==> config.mk <==
export PLATFORM = sky130hd
export DESIGN_NAME = argmax_frame_ctrl
export DESIGN_NICKNAME = d
export VERILOG_FILES = /design/src/rtl/argmax_frame_ctrl.sv
export SDC_FILE = /design/constraint.sdc
export NUM_CORES = 1
export LEC_CHECK = 0
export CORE_UTILIZATION = 45
export CTS_CLUSTER_SIZE = 30
export DETAILED_ROUTE_END_ITERATION = 8
export HOLD_SLACK_MARGIN = 0.08
export PLACE_DENSITY = 0.79
export RECOVER_POWER = 50
export SYNTH_ARGS = -nofsm -noshare
export SYNTH_HDL_FRONTEND = slang
export SYNTH_SLANG_ARGS = --single-unit
==> constraint.sdc <==
create_clock -name clk_in -period 2.9 [get_ports clk_in]
set_clock_uncertainty 0.2 [all_clocks]
set_input_delay 0.87 -clock clk_in [delete_from_list [all_inputs] [get_ports clk_in]]
set_output_delay 0.87 -clock clk_in [all_outputs]
set_load 0.02 [all_outputs]
==> src/rtl/argmax_frame_ctrl.sv <==
// Frame-delimited running-argmax controller with a ready/valid result buffer.
// Optional macro ARGMAX_TIE_LAST_EN: report the highest index among equal maxima.
module argmax_frame_ctrl #(
   parameter int NUM_CLASS = 10,
   parameter int DW        = 20,
   parameter int CW        = 4
) (
   input  logic                 clk_in,
   input  logic                 rst_n,
   input  logic                 flush,
   input  logic                 s_valid,
   output logic                 s_ready,
   input  logic signed [DW-1:0] s_data,
   input  logic                 s_last,
   output logic                 o_valid,
   input  logic                 o_ready,
   output logic [CW-1:0]        o_class,
   output logic signed [DW-1:0] o_score,
   output logic                 o_err
);

   // state | meaning
   // IDLE  | waiting for the first score of a frame
   // ACCUM | running max search over the remaining scores
   // HOLD  | result presented, input back-pressured until accepted
   typedef enum logic [1:0] {IDLE, ACCUM, HOLD} state_t;

   localparam logic [CW-1:0] LAST_IDX = CW'(NUM_CLASS - 1);

   state_t                state_q, state_d;
   logic signed [DW-1:0]  max_q, max_d;
   logic [CW-1:0]         idx_q, idx_d;
   logic [CW-1:0]         cnt_q, cnt_d;
   logic [CW-1:0]         o_class_q, o_class_d;
   logic signed [DW-1:0]  o_score_q, o_score_d;
   logic                  o_err_q, o_err_d;

   logic beat;
   logic win;
   logic cnt_is_last;

   assign s_ready = (state_q != HOLD);
   assign o_valid = (state_q == HOLD);
   assign o_class = o_class_q;
   assign o_score = o_score_q;
   assign o_err   = o_err_q;

   assign beat        = s_valid && s_ready;
   assign cnt_is_last = (cnt_q == LAST_IDX);

`ifdef ARGMAX_TIE_LAST_EN
   assign win = (s_data >= max_q);
`else
   assign win = (s_data > max_q);
`endif

   always_comb begin
      state_d   = state_q;
      max_d     = max_q;
      idx_d     = idx_q;
      cnt_d     = cnt_q;
      o_class_d = o_class_q;
      o_score_d = o_score_q;
      o_err_d   = o_err_q;

      if (flush) begin
         state_d = IDLE;
         cnt_d   = '0;
         o_err_d = 1'b0;
      end else begin
         case (state_q)
            IDLE: begin
               if (beat) begin
                  max_d = s_data;
                  idx_d = '0;
                  cnt_d = CW'(1);
                  if (s_last) begin
                     // single-beat frame is always a length error
                     o_class_d = '0;
                     o_score_d = s_data;
                     o_err_d   = 1'b1;
                     cnt_d     = '0;
                     state_d   = HOLD;
                  end else begin
                     state_d = ACCUM;
                  end
               end
            end
            ACCUM: begin
               if (beat) begin
                  if (win) begin
                     max_d = s_data;
                     idx_d = cnt_q;
                  end
                  cnt_d = cnt_q + CW'(1);
                  if (s_last || cnt_is_last) begin
                     o_class_d = win ? cnt_q : idx_q;
                     o_score_d = win ? s_data : max_q;
                     o_err_d   = !(s_last && cnt_is_last);
                     cnt_d     = '0;
                     state_d   = HOLD;
                  end
               end
            end
            HOLD: begin
               if (o_ready) begin
                  state_d = IDLE;
               end
            end
            default: state_d = IDLE;
         endcase
      end
   end

   always_ff @(posedge clk_in or negedge rst_n) begin
      if (!rst_n) begin
         state_q   <= IDLE;
         max_q     <= '0;
         idx_q     <= '0;
         cnt_q     <= '0;
         o_class_q <= '0;
         o_score_q <= '0;
         o_err_q   <= 1'b0;
      end else begin
         state_q   <= state_d;
         max_q     <= max_d;
         idx_q     <= idx_d;
         cnt_q     <= cnt_d;
         o_class_q <= o_class_d;
         o_score_q <= o_score_d;
         o_err_q   <= o_err_d;
      end
   end

endmodule

# Word-level counts from Yosys, hierarchy flattened
# Index checks and enable logic that the tools add are counted.
[op_classes]
reduce_logical = 12
addsub = 1
bitwise = 1
eq_ne = 13
mux = 37
order_cmp = 1
[op_table]
columns = ["operator", "count"]
rows = [
  ["20-bit two-way mux", 7],
  ["20-bit case mux with 2 select lines", 2],
  ["4-bit two-way mux", 11],
  ["4-bit case mux with 2 select lines", 3],
  ["20-bit greater-than comparator", 1],
  ["2-bit two-way mux", 6],
  ["3-bit != test, second input constant", 4],
  ["2-bit != test, second input constant", 5],
  ["4-bit AND reduction", 2],
  ["1-bit two-way mux", 6],
  ["2-bit case mux with 3 select lines", 1],
  ["6-bit AND reduction", 1],
  ["5-bit AND reduction", 1],
  ["4-bit by 1-bit adder with 4-bit output, second input constant", 1],
  ["4-bit == test, second input constant", 1],
  ["3-bit by 2-bit != test with 1-bit output, second input constant", 1],
  ["3-bit AND reduction", 1],
  ["3-bit nonzero test", 1],
  ["2-bit by 1-bit == test with 1-bit output, second input constant", 1],
  ["2-bit == test, second input constant", 1],
  ["1-bit logical AND", 2],
  ["2-bit zero test", 1],
  ["1-bit case mux with 2 select lines", 1],
  ["2-bit nonzero test", 1],
  ["other kinds (3)", 3],
]
[totals]
reg_bits = 55
in_bits = 26
elab_cells = 72

# Depth between registers and ports, before layout
# Gate-level depths: netlist of run 1.
[depth]
word_depth = 7
ltp_mapped = 11
ltp_nobuf = 9

# Worst setup path before layout of run 1
# No wires, ideal clock.
[synth_timing]
kind = "input to register"
startpoint = "in s_data[19]"
endpoint = "reg max_q[0]"
slack_ns = -0.416
arrival_ns = 2.991
setup_ns = 0.125
path_stages = 10
required_ns = 2.575
cell_sequence = "ha_1 > and4_1 > nand4_2 > a211o_1 > and3_1 > a211oi_1 > or3_1 > buf_2 > buf_6 > mux2_4"
[synth_between]
elab_chain_len = 4
[synth_lines]
columns = ["element", "line_no", "source"]
rows = [
  ["start, declared", "13", "input logic signed [DW-1:0] s_data,"],
  ["20-bit greater-than comparator", "54", "assign win = (s_data > max_q);"],
  ["20-bit two-way mux (2 in series)", "-", ""],
  ["20-bit case mux with 2 select lines", "-", ""],
  ["end signal, assigned", "126", "max_q <= max_d;"],
  ["end, declared", "31", "logic signed [DW-1:0] max_q, max_d;"],
]
# No other way between the ends. The select of a mux whose other input is x is not followed.
# A chain may end at the register's enable or synchronous reset.

# Worst setup path in the final report of run 1
[layout_timing]
startpoint = "in s_data[18]"
endpoint = "reg max_q[0]"
# Same word-level chain as after synthesis.

==> reports/metrics.yaml, run 1 <==
outcome: "finished, violations left"
violations: "capacitance limit, slew limit, setup timing"
grt_setup_unrepaired: "yes"
sequentialPowerShare: 0.420
hold_depth: 1
drive_above_1_share: 0.298
firstDrtPassIters: 4
grt-ovfl-total: 0
vias: 2413
synthesis.nets: 327
cts_sinks: 55
dp.cells: 423
yosys_most_used_dff: "dfrtp_1"
finalCritPeriodShare: 1.07
grt_max_degree: 30
switching_share: 0.331
fin_total_pwr_uw: 2310
pwr-share-clk: 0.183
p_per_area_mw_per_mm2: 542
mappedNetlistArea_mm2: 0.00299
vdd.ir_drop.worst_mv: 0.337
cp_slowest_stage_delay_ns: 0.44
via_per_inst: 5.48
worstSetupStartpointType: "input port"
die_y_um: 83.5
highest_layer: "met4"
place.gp.congestion: 0.819
rr_startpoint: "max_q[19]"
syn_avg_cell_area_um2: 10.7
fin_nets: 410
final_common_cell: "dfrtp_1"
tritoncts: "built"
initial_core_util: 0.468
wl_met1_um: 3180
drc: 0
setup_ws_ns: -0.213
grt_pass1_wl_um: 11900
worst_pin_slew_ns: 1.61
period_needed_ns: 3.11
clkTransAtPathRegs_ns: 0.10
die-area_mm2: 0.00698
drt_iter0_markers: 157
clkLatencyLatePin_ns: 0.31
place_area_mm2: 0.00388
seq_area_frac_synth: 0.460
reg2reg_to: "max_q[0]"
routedWlPerCell_um: 16.4
row_count: 29
power.switching_uw: 765
final_cell_mix: "55 x dfrtp_1, 31 x clkdlybuf4s50_1, 30 x nor2_1, 30 x a21oi_1, 29 x buf_4"
io_pins: 53
final_hold_viol_count: 0
synth.distinct_cells: 38
wl_met3_um: 237
drv_slew: 30
die_x_um: 83.5
synthArstFlopShare: 1.00
cts_max_path_buffers: 2
place_hpwl_um: 4650
synth_seq_cells: 55
grt_use_total: 0.213
antenna_found_initial: 0
cp_max_fo: 6
r2r_slack_ns: -0.06
max_freq_mhz: 321
r2r_cells: 11
power_leakage_uw: 0.00189
fillers: 471
max_slew_margin: -0.0732
core-area_mm2: 0.00639
synth_cells: 279
combPwrFrac: 0.397
slowest_stage: "or3_4"
root_buffer: "clkbuf_8"
max_cap_violations: 1
htree_levels: 2
worstPathRequired_ns: 2.89
hold_path_end: "state_q[0]"
crit_type: "in -> reg"
grt_pass1_vias: 2475
cts_buffers: 5
routed_wl_um: 7210
portBuffers: 52
tns_ns: -5.54
ant_nets: 0
setup_viol: 45
layout.cells.non_filler: 440
fin_hold_ws_ns: 0.301
synth-edff-count: 0
hold_path_class: "reg -> reg"
wl_met2_um: 3720
num_antenna_cells: 0
holdCritStartpoint: "state_q[1]"
syn2layout_area_growth_pct: 42.8
yosys_warnings: 0
cp-end-kind: "register"
arrival_ns: 3.10
worstPathCellList: "buf_8 > ha_4 > and4_4 > nand4_4 > a211o_1 > a31oi_4 > a211oi_4 > or3_4 > buf_12 > mux2_4"
ctsHoldBuffers: 0
final_cell_area_mm2: 0.00427
p_int_uw: 1550
## metrics by stage
step                utilization  setup slack, ns
floorplan                     -           -0.359
global placement          0.608           -0.951
detailed placement        0.608            -1.02
CTS                       0.664           -0.170
global route              0.669           -0.270
finish                    0.669           -0.213
## per-layer routing
layer / vias to the layer above / GRT usage
met4: 0 / 0.0462
li1: 1149 / -
met5: - / 0
met2: 49 / 0.370
met3: 6 / 0.0326
met1: 1209 / 0.284
## final cells by class
| class | instances | area [um^2] | area share |
|---|---|---|---|
| Multi-Input combinational cell | 190 | 1790 | 0.420 |
| Sequential cell | 55 | 1380 | 0.322 |
| Timing Repair Buffer | 87 | 832 | 0.195 |
| Tap cell | 77 | 96.3 | 0.0226 |
| Inverter | 23 | 86.3 | 0.0202 |
| Clock buffer | 6 | 72.6 | 0.0170 |
| Clock inverter | 2 | 12.5 | 0.00293 |
## worst max-delay path by stage
stage	startpoint	end	slack (ns)
detailed placement	s_data[9]	idx_q[1]	-1.02
CTS	s_data[19]	max_q[12]	-0.17
global route	s_data[18]	max_q[12]	-0.27
floorplan	s_data[11]	max_q[0]	-0.36
global placement	s_data[9]	idx_q[2]	-0.95
finish	s_data[18]	max_q[0]	-0.21
## Yosys cell counts, drive strengths merged (2+ instances only)
cell    number  area share
a31oi        2      0.0042
ha          22       0.092
nor2b        3      0.0063
dfrtp       55        0.46
o21ai        8       0.013
a22o         4       0.012
or3          3      0.0063
nand2b       4      0.0084
mux2i       26       0.087
mux2        20       0.095
nor3         4      0.0067
nand2       10       0.013
and4         2      0.0059
o31ai        2      0.0050
nand4        3      0.0084
clkbuf       5      0.0063
nand3        3      0.0050
buf          6       0.014
nor2        31       0.039
a21oi       30       0.050
inv         23       0.029
and3         2      0.0042
## power groups by stage
stage / clock (uW) / combinational [uW] / sequential, uW
6_report: 422 / 918 / 972
5_1_grt: 452 / 990 / 989
4_1_cts: 431 / 881 / 971
3_5_place_dp: 0 / 778 / 984
3_3_place_gp: 0 / 752 / 980
2_1_floorplan: 0 / 389 / 1050
## what timing repair did
item,CTS,global route
resized for setup,101,8
setup endpoints to repair,48,48
hold endpoints to repair,0,0
pin swaps,32,2
gates cloned,2,0
setup buffers,6,1
## cells by family (layout without fill, tap and decap cells)
| group | after synthesis | in the layout | share of synthesized area |
|---|---|---|---|
| flip-flops | 55 | 55 | 0.460 |
| AND/OR/NAND/NOR | 69 | 69 | 0.113 |
| adder cells (fa/ha/maj) | 22 | 22 | 0.0920 |
| AO/OA/AOI/OAI | 53 | 53 | 0.103 |
| buffers and inverters | 34 | 118 | 0.0490 |
| multiplexers | 46 | 46 | 0.182 |
## sequential cells by signal, indices dropped and copies added, names as in the netlist
signal   flops
cnt_q        4
state_q      2
o_err        1
o_score     20
o_class      4
idx_q        4
max_q       20
## critical path: cells and delay by family
kind	cells	cell delay, ns
fa+ha+maj	1	0.26
mux	1	0.29
compound gates	3	0.58
buf+inv	2	0.28
simple gates	3	0.80
Power figures use the tool's default switching activity.
==> run 2: changes to the inputs <==
--- a/config.mk
+++ b/config.mk
@@ -11,6 +11,7 @@
 export HOLD_SLACK_MARGIN = 0.08
 export PLACE_DENSITY = 0.79
 export RECOVER_POWER = 50
+export SETUP_SLACK_MARGIN = 0.05
 export SYNTH_ARGS = -nofsm -noshare
 export SYNTH_HDL_FRONTEND = slang
 export SYNTH_SLANG_ARGS = --single-unit
==> run 2 against run 1 <==
  * The flow still finishes with violations (capacitance limit, slew limit, setup timing)
  * Clock-buffer cell count is the same
  * Clock power is essentially flat
  * Register-to-register slack lost 0.03 ns
  * Final cell count grew 1.1%
  * Sequential power grew 0.6%
  * Die area is the same
  * Sequential share of layout area shrank 0.91 points
  * Maximum frequency shrank 0.80%
  * Setup slack lost 0.025 ns
  * Critical endpoint is now max_q[10]
  * Largest power group unchanged
==> reports/metrics.yaml, run 2 (synthesis gave the netlist of run 1 again) <==
outcome: "finished, violations left"
violations: "capacitance limit, slew limit, setup timing"
drv_slew: 30  # unchanged
finalCritPeriodShare: 1.08  # +0.00864
grt_max_degree: 30  # unchanged
tns_ns: -6.15  # -0.610 ns
dp.cells: 423  # unchanged
clkLatencyLatePin_ns: 0.31  # about the same
hold_path_class: "reg -> reg"
root_buffer: "clkbuf_8"
row_count: 29  # unchanged
max_slew_margin: -0.0960  # -0.0228
num_antenna_cells: 0  # unchanged
clkTransAtPathRegs_ns: 0.10  # about the same
initial_core_util: 0.468  # unchanged
grt_pass1_wl_um: 13100  # +9.5%
max_freq_mhz: 319  # -0.80%
drc: 0  # unchanged
fin_total_pwr_uw: 2370  # +2.6%
die_x_um: 83.5  # unchanged
io_pins: 53  # unchanged
grt_setup_unrepaired: "yes"
die_y_um: 83.5  # unchanged
firstDrtPassIters: 4  # unchanged
max_cap_violations: 1  # unchanged
cts_max_path_buffers: 2  # unchanged
grt_pass1_vias: 2597  # +4.9%
cts_buffers: 5  # unchanged
final_cell_area_mm2: 0.00439  # +2.9%
portBuffers: 52  # unchanged
post-route-util: 0.688  # +0.0194
grt_use_total: 0.240  # +0.0263
ctsHoldBuffers: 0  # unchanged
cp_max_fo: 6  # unchanged
routedWlPerCell_um: 17.9  # +9.5%
worstSetupStartpointType: "input port"
vdd.ir_drop.worst_mv: 0.336  # -0.15%
antenna_found_initial: 0  # unchanged
routed_wl_um: 7980  # +11%
final_cell_mix: "55 x dfrtp_1, 31 x clkdlybuf4s50_1, 30 x nor2_1, 30 x a21oi_1, 29 x buf_4"
htree_levels: 2  # unchanged
fin_nets: 415  # +1.2%
place_hpwl_um: 4650  # unchanged
r2r_cells: 10  # -1
core-area_mm2: 0.00639  # unchanged
ant_nets: 0  # unchanged
p_per_area_mw_per_mm2: 540  # -0.28%
vias: 2471  # +2.4%
power_leakage_uw: 0.00194  # +2.5%
place_area_mm2: 0.00388  # unchanged
grt-ovfl-total: 0  # unchanged
arrival_ns: 3.14  # +0.04 ns
worst_pin_slew_ns: 1.64  # +0.0342 ns
tritoncts: "built"
setup_viol: 44  # -2.2%
worstPathRequired_ns: 2.90  # about the same
die-area_mm2: 0.00698  # unchanged
cts_sinks: 55  # unchanged
layout.cells.non_filler: 445  # +1.1%
via_per_inst: 5.55  # +1.3%
syn2layout_area_growth_pct: 46.9
drt_iter0_markers: 129  # -18%
cp-end-kind: "register"
drive_above_1_share: 0.323  # +0.0258
hold_depth: 2  # +1
crit_type: "in -> reg"
place.gp.congestion: 0.819  # unchanged
setup_ws_ns: -0.238  # -0.0250 ns
period_needed_ns: 3.14  # +0.0250 ns
final_common_cell: "dfrtp_1"
final_hold_viol_count: 0  # unchanged
==> run 2: where the power goes <==
part           leakage [uW]  internal, uW  switching, uW
registers          0.000663           887           90.9
clock network     0.0000412           170            254
logic               0.00124           519            452
==> run 2: final timing paths <==
check	start	end	slack, ns
max	s_data[19]	max_q[10]	-0.24
min	o_class[1]	o_class[1]	0.30
max reg2reg	max_q[19]	max_q[10]	-0.09
min reg2reg	o_class[1]	o_class[1]	0.30
max in group asynchronous	rst_n	state_q[1]	0.30
min in group asynchronous	rst_n	o_score[16]	0.77
==> run 2: layout make-up <==
class | count | area [um^2]
fillers | 441 | 1990
inverters | 23 | 86.3
flip-flops and latches | 55 | 1380
multi-input cells | 190 | 1820
repair buffers | 92 | 927
clock inverters | 2 | 12.5
clock buffers | 6 | 72.6
well taps | 77 | 96.3
==> run 2: metrics by stage <==
stage | worst slack, ns | hold slack [ns]
after global placement | -0.951 | 0.278
after global routing | -0.258 | 0.322
final | -0.238 | 0.299
after floorplan | -0.359 | 0.258
after detailed placement | -1.02 | 0.281
after CTS | -0.162 | 0.299
==> run 2: layer usage <==
layer / share of wire / routed length [um] / track usage / up-vias
li1: - / - / - / 1160
met1: 0.42 / 3390 / 0.298 / 1233
met5: 0 / 0 / 0 / -
met4: 0.014 / 112 / 0.0693 / 0
met3: 0.034 / 273 / 0.0386 / 11
met2: 0.53 / 4210 / 0.430 / 67
==> run 2: critical path: stages <==
cell and delay, ns:
buf_8 0.10, ha_4 0.26, and4_4 0.25, nand4_4 0.12, a211o_1 0.29, a31oi_4 0.25
a211oi_4 0.06, or3_4 0.44, buf_12 0.18, mux2_4 0.31
==> run 2: timing repair <==
action | CTS | global route
pin swaps | 44 | 9
gates cloned | 5 | 0
resized for setup | 113 | 13
setup endpoints to repair | 48 | 48
buffers inserted | 10 | 1
==> edit 1, RTL diff (settings of run 2) <==
Add a define of `ARGMAX_TIE_LAST_EN`.
--- a/src/rtl/argmax_frame_ctrl.sv
+++ b/src/rtl/argmax_frame_ctrl.sv
@@ -1,4 +1,6 @@
 // Frame-delimited running-argmax controller with a ready/valid result buffer.
 // Optional macro ARGMAX_TIE_LAST_EN: report the highest index among equal maxima.
+`define ARGMAX_TIE_LAST_EN
+
 module argmax_frame_ctrl #(
    parameter int NUM_CLASS = 10,
Check against the original RTL: not equivalent (Yosys sat finds a counterexample within 4 cycles, from zero or initial values and one cycle with rst_n low).
==> edit 1 against run 2 <==
The run ends with setup timing left; utilization is 3.8 points higher; cell area is 4.3% higher; count of clock-buffer cells in the layout is 1 lower; worst setup slack worse by 0.094 ns; wire length is 5.2% higher; total power grew 15%; synthesized area fell by 1.6%; first-iteration DRC count rose by 14%; sequential power about the same; critical path depth is 2 higher; sequential cell count stayed put; largest cell class unchanged; largest power group is now combinational cells; highest routed layer unchanged.
==> edit 1: results (changes against run 2) <==
Status: finished, violations left
Failing checks: setup timing
Setup ws final: -0.3315 ns (-0.09353 ns)
Vias in the first global route: 2,674 (+3.0%)
Top post-synthesis cells by area: dfrtp_1 47%, ha_1 9.4%, mux2i_1 7.8%
R2R Path End: max_q[4]$_DFFE_PN0P_
Drt via density: 5.580 (+0.49%)
Worst Path Arrival: 3.25 ns (+0.11 ns)
Met3 wire len: 235 um (-14%)
DP HPWL: 4.978 mm (+7.0%)
Pre-CTS setup slack: -1.451 ns (-0.4302 ns)
Launch point of the worst path: s_data[18]
Met1 Use GR: 27.83% (-1.9 points)
Starting DRC count in detailed routing: 147 (+14%)
Peak VDD IR: 415.7 uV (+24%)
Slowest CP cell: mux2i_4
Post-synthesis adder-cell area fraction: 9.358% (+0.15 points)
Distinct cells, synth: 34 (-11%)
WL/cell: 18.11 um (+0.94%)
Sequential-to-total area share from yosys stat: 46.79% (+0.76 points)
Met2 global-route usage: 43.74% (+0.75 points)
RR Startpoint: max_q[18]$_DFFE_PN0P_
Complex-gate fraction of the synthesized area: 12.12% (+1.8 points)
Final nets: 434 (+4.6%)
HP Start: idx_q[3]$_DFFE_PN0P_
Cell family with most CP delay: multiplexers
Reg2Reg Setup Slack: -0.19 ns (-0.10 ns)
Actual slew at the worst max-slew pin: 1.408 ns (-0.2366 ns)
Pleak: 2.034 nW (+4.7%)
Worst reg2reg path depth: 12 (+2)
Total track usage: 23.88% (-0.077 points)
Final setup vio count: 48 (+9.1%)
Hold Path Depth: 1 (-1)
Layout cell share with drive strength beyond 1: 34.88% (+2.5 points)
-- edit 1: cell types whose count changed after synthesis, moves of 4 or more --
cell	before	now
a221o_1	0	5
mux2_2	0	19
mux2_4	16	0
nand4_1	2	6
o21ai_0	3	9
o21ai_1	5	0
-- edit 1: report_power, final --
part	total, mW	internal, mW	switching [mW]	leakage [nW]
Clock	0.608	0.344	0.263	0.0644
Sequential	0.979	0.893	0.0851	0.662
Combinational	1.13	0.613	0.522	1.31
-- edit 1: repair_timing --
| item | CTS | global route |
|---|---|---|
| buffers inserted | 12 | 3 |
| setup endpoints to repair | 48 | 48 |
| resized for setup | 94 | 24 |
| gates cloned | 1 | 1 |
| hold endpoints to repair | 0 | 0 |
| pin swaps | 36 | 24 |
-- edit 1: layout make-up --
type                    count  area (um^2)
multi-input cells         190         1807
fillers                   416         1730
flip-flops and latches     55         1376
repair buffers            111         1081
well taps                  77        96.34
inverters                  23        86.33
clock buffers               5        68.82
clock inverters             3        67.56
==> edit 2, RTL diff (flow settings as in run 2) <==
Without the edit above. Put one more register stage on the output `o_err`, cleared by the reset. The value now appears one clock later. The other outputs are not delayed to match.
--- a/src/rtl/argmax_frame_ctrl.sv
+++ b/src/rtl/argmax_frame_ctrl.sv
@@ -44,5 +44,11 @@
    assign o_class = o_class_q;
    assign o_score = o_score_q;
-   assign o_err   = o_err_q;
+   always_ff @(posedge clk_in or negedge rst_n) begin
+      if (!rst_n) begin
+         o_err <= '0;
+      end else begin
+         o_err <= o_err_q;
+      end
+   end
 
    assign beat        = s_valid && s_ready;
Function: changed (a bounded check fails within 4 cycles, from zero or initial values and one cycle with rst_n low).
==> edit 2 against run 2 <==
The flow finishes with violations (DRC, setup timing); wire length rose by 0.89%; clock power fell by 2%; cell area rose by 0.68%; sequential cell count rose by 1; synthesized area rose by 0.84%; worst setup slack got worse by 0.082 ns; sequential share of layout area rose by 0.35 points; combinational power barely moved; hold slack got worse by 0.091 ns; non-clock buffer count did not move; global-route usage fell by 0.38 points; total power rose by 0.48%; critical endpoint is now max_q[12]$_DFFE_PN0P_.
==> edit 2: results (changes against run 2) <==
Status: finished, violations left
Failing checks: DRC, setup timing
Sequential-to-total area share from yosys stat: 46.47% (+0.45 points)
Final nets: 416 (+0.24%)
RR Startpoint: max_q[16]$_DFFE_PN0P_
DRC: 4 (+4)
Peak VDD IR: 233.3 uV (-31%)
# fillers: 420 (-4.8%)
HP Start: o_err_q$_DFFE_PN0P_
Setup ws final: -0.3197 ns (-0.08173 ns)
DP HPWL: 4.696 mm (+0.97%)
Initial antenna violation count: 0 (unchanged)
Top post-synthesis cells by area: dfrtp_1 46%, ha_1 9.1%, mux2i_1 8.6%
Top cell type's share of synthesized area: 46.47% (+0.45 points)
Final setup vio count: 48 (+9.1%)
WL/cell: 18.10 um (+0.89%)
Number of detailed-routing iterations run before antenna repair: 9 (+5)
Post-DP Area: 3897 um^2 (+0.45%)
Area occupied by multi-input gates: 1818 um^2 (-0.27%)
Drt via density: 5.526 (-0.49%)
Slowest CP cell: ha_1
Mapped Nets: 328 (+0.31%)
Hold slack: 0.2082 ns (-0.09107 ns)
Pre-CTS setup slack: -1.014 ns (+0.006210 ns)
CP peak stage delay: 0.33 ns (-0.11 ns)
Setup_tns: -11.65 ns (-5.506 ns)
Top post-synthesis cells by count: 56 x dfrtp_1, 31 x nor2_1, 30 x a21oi_1, 26 x mux2i_1, 23 x inv_1
Starting DRC count in detailed routing: 123 (-4.7%)
Pleak: 1.966 nW (+1.2%)
First-pass GRT wire length: 13.03 mm (-0.42%)
Layout cell share with drive strength beyond 1: 30.43% (-1.9 points)
Post-Syn Area per Cell: 10.77 um^2 (+0.48%)
-- edit 2: layer usage --
metal  vias up  wire [um]  GRT usage (%)
li1       1158          -              -
met1      1210       3404          28.87
met2        67       4171          42.92
met3        24        233          3.363
met4         0        245          6.897
met5         -          0              0
-- edit 2: kinds of logic after synthesis --
| family | synth area share [%] |
|---|---|
| flip-flops | 46.47 |
| AO/OA/AOI/OAI | 10.25 |
| AND/OR/NAND/NOR | 11.20 |
| multiplexers | 18.09 |
| adder cells (fa/ha/maj) | 9.128 |
| buffers and inverters | 4.854 |
-- edit 2: cell type report --
class	count	share of cell area, %
clock buffer	6	1.640
clock inverter	1	0.1131
tap	77	2.178
inverter	23	1.951
sequential	56	31.67
timing repair buffer	92	21.35
multi-input combinational	190	41.09
-- edit 2: path summary, 6_finish.rpt --
kind | slack (ns) | cells after the start | end
setup reg to reg | -0.15 | 11 | max_q[12]$_DFFE_PN0P_
max in group asynchronous | 0.37 | 2 | state_q[0]$_DFFE_PN0P_
setup / recovery | -0.32 | 10 | max_q[12]$_DFFE_PN0P_
min in group asynchronous | 0.69 | 1 | o_score[9]$_DFFE_PN0P_
hold reg to reg | 0.21 | 0 | o_err$_DFF_PN0_
hold / removal | 0.21 | 0 | o_err$_DFF_PN0_
-- edit 2: power by group --
| group | switching, mW | internal [mW] |
|---|---|---|
| clock | 0.251 | 0.165 |
| combinational | 0.457 | 0.515 |
| sequential | 0.0939 | 0.902 |
-- edit 2: timing repair --
item,CTS,global route
endpoints found under the setup margin,48,48
pin swaps,31,22
buffers inserted,7,4
endpoints found under the hold margin,0,0
cloned,3,2
resized for setup,105,16
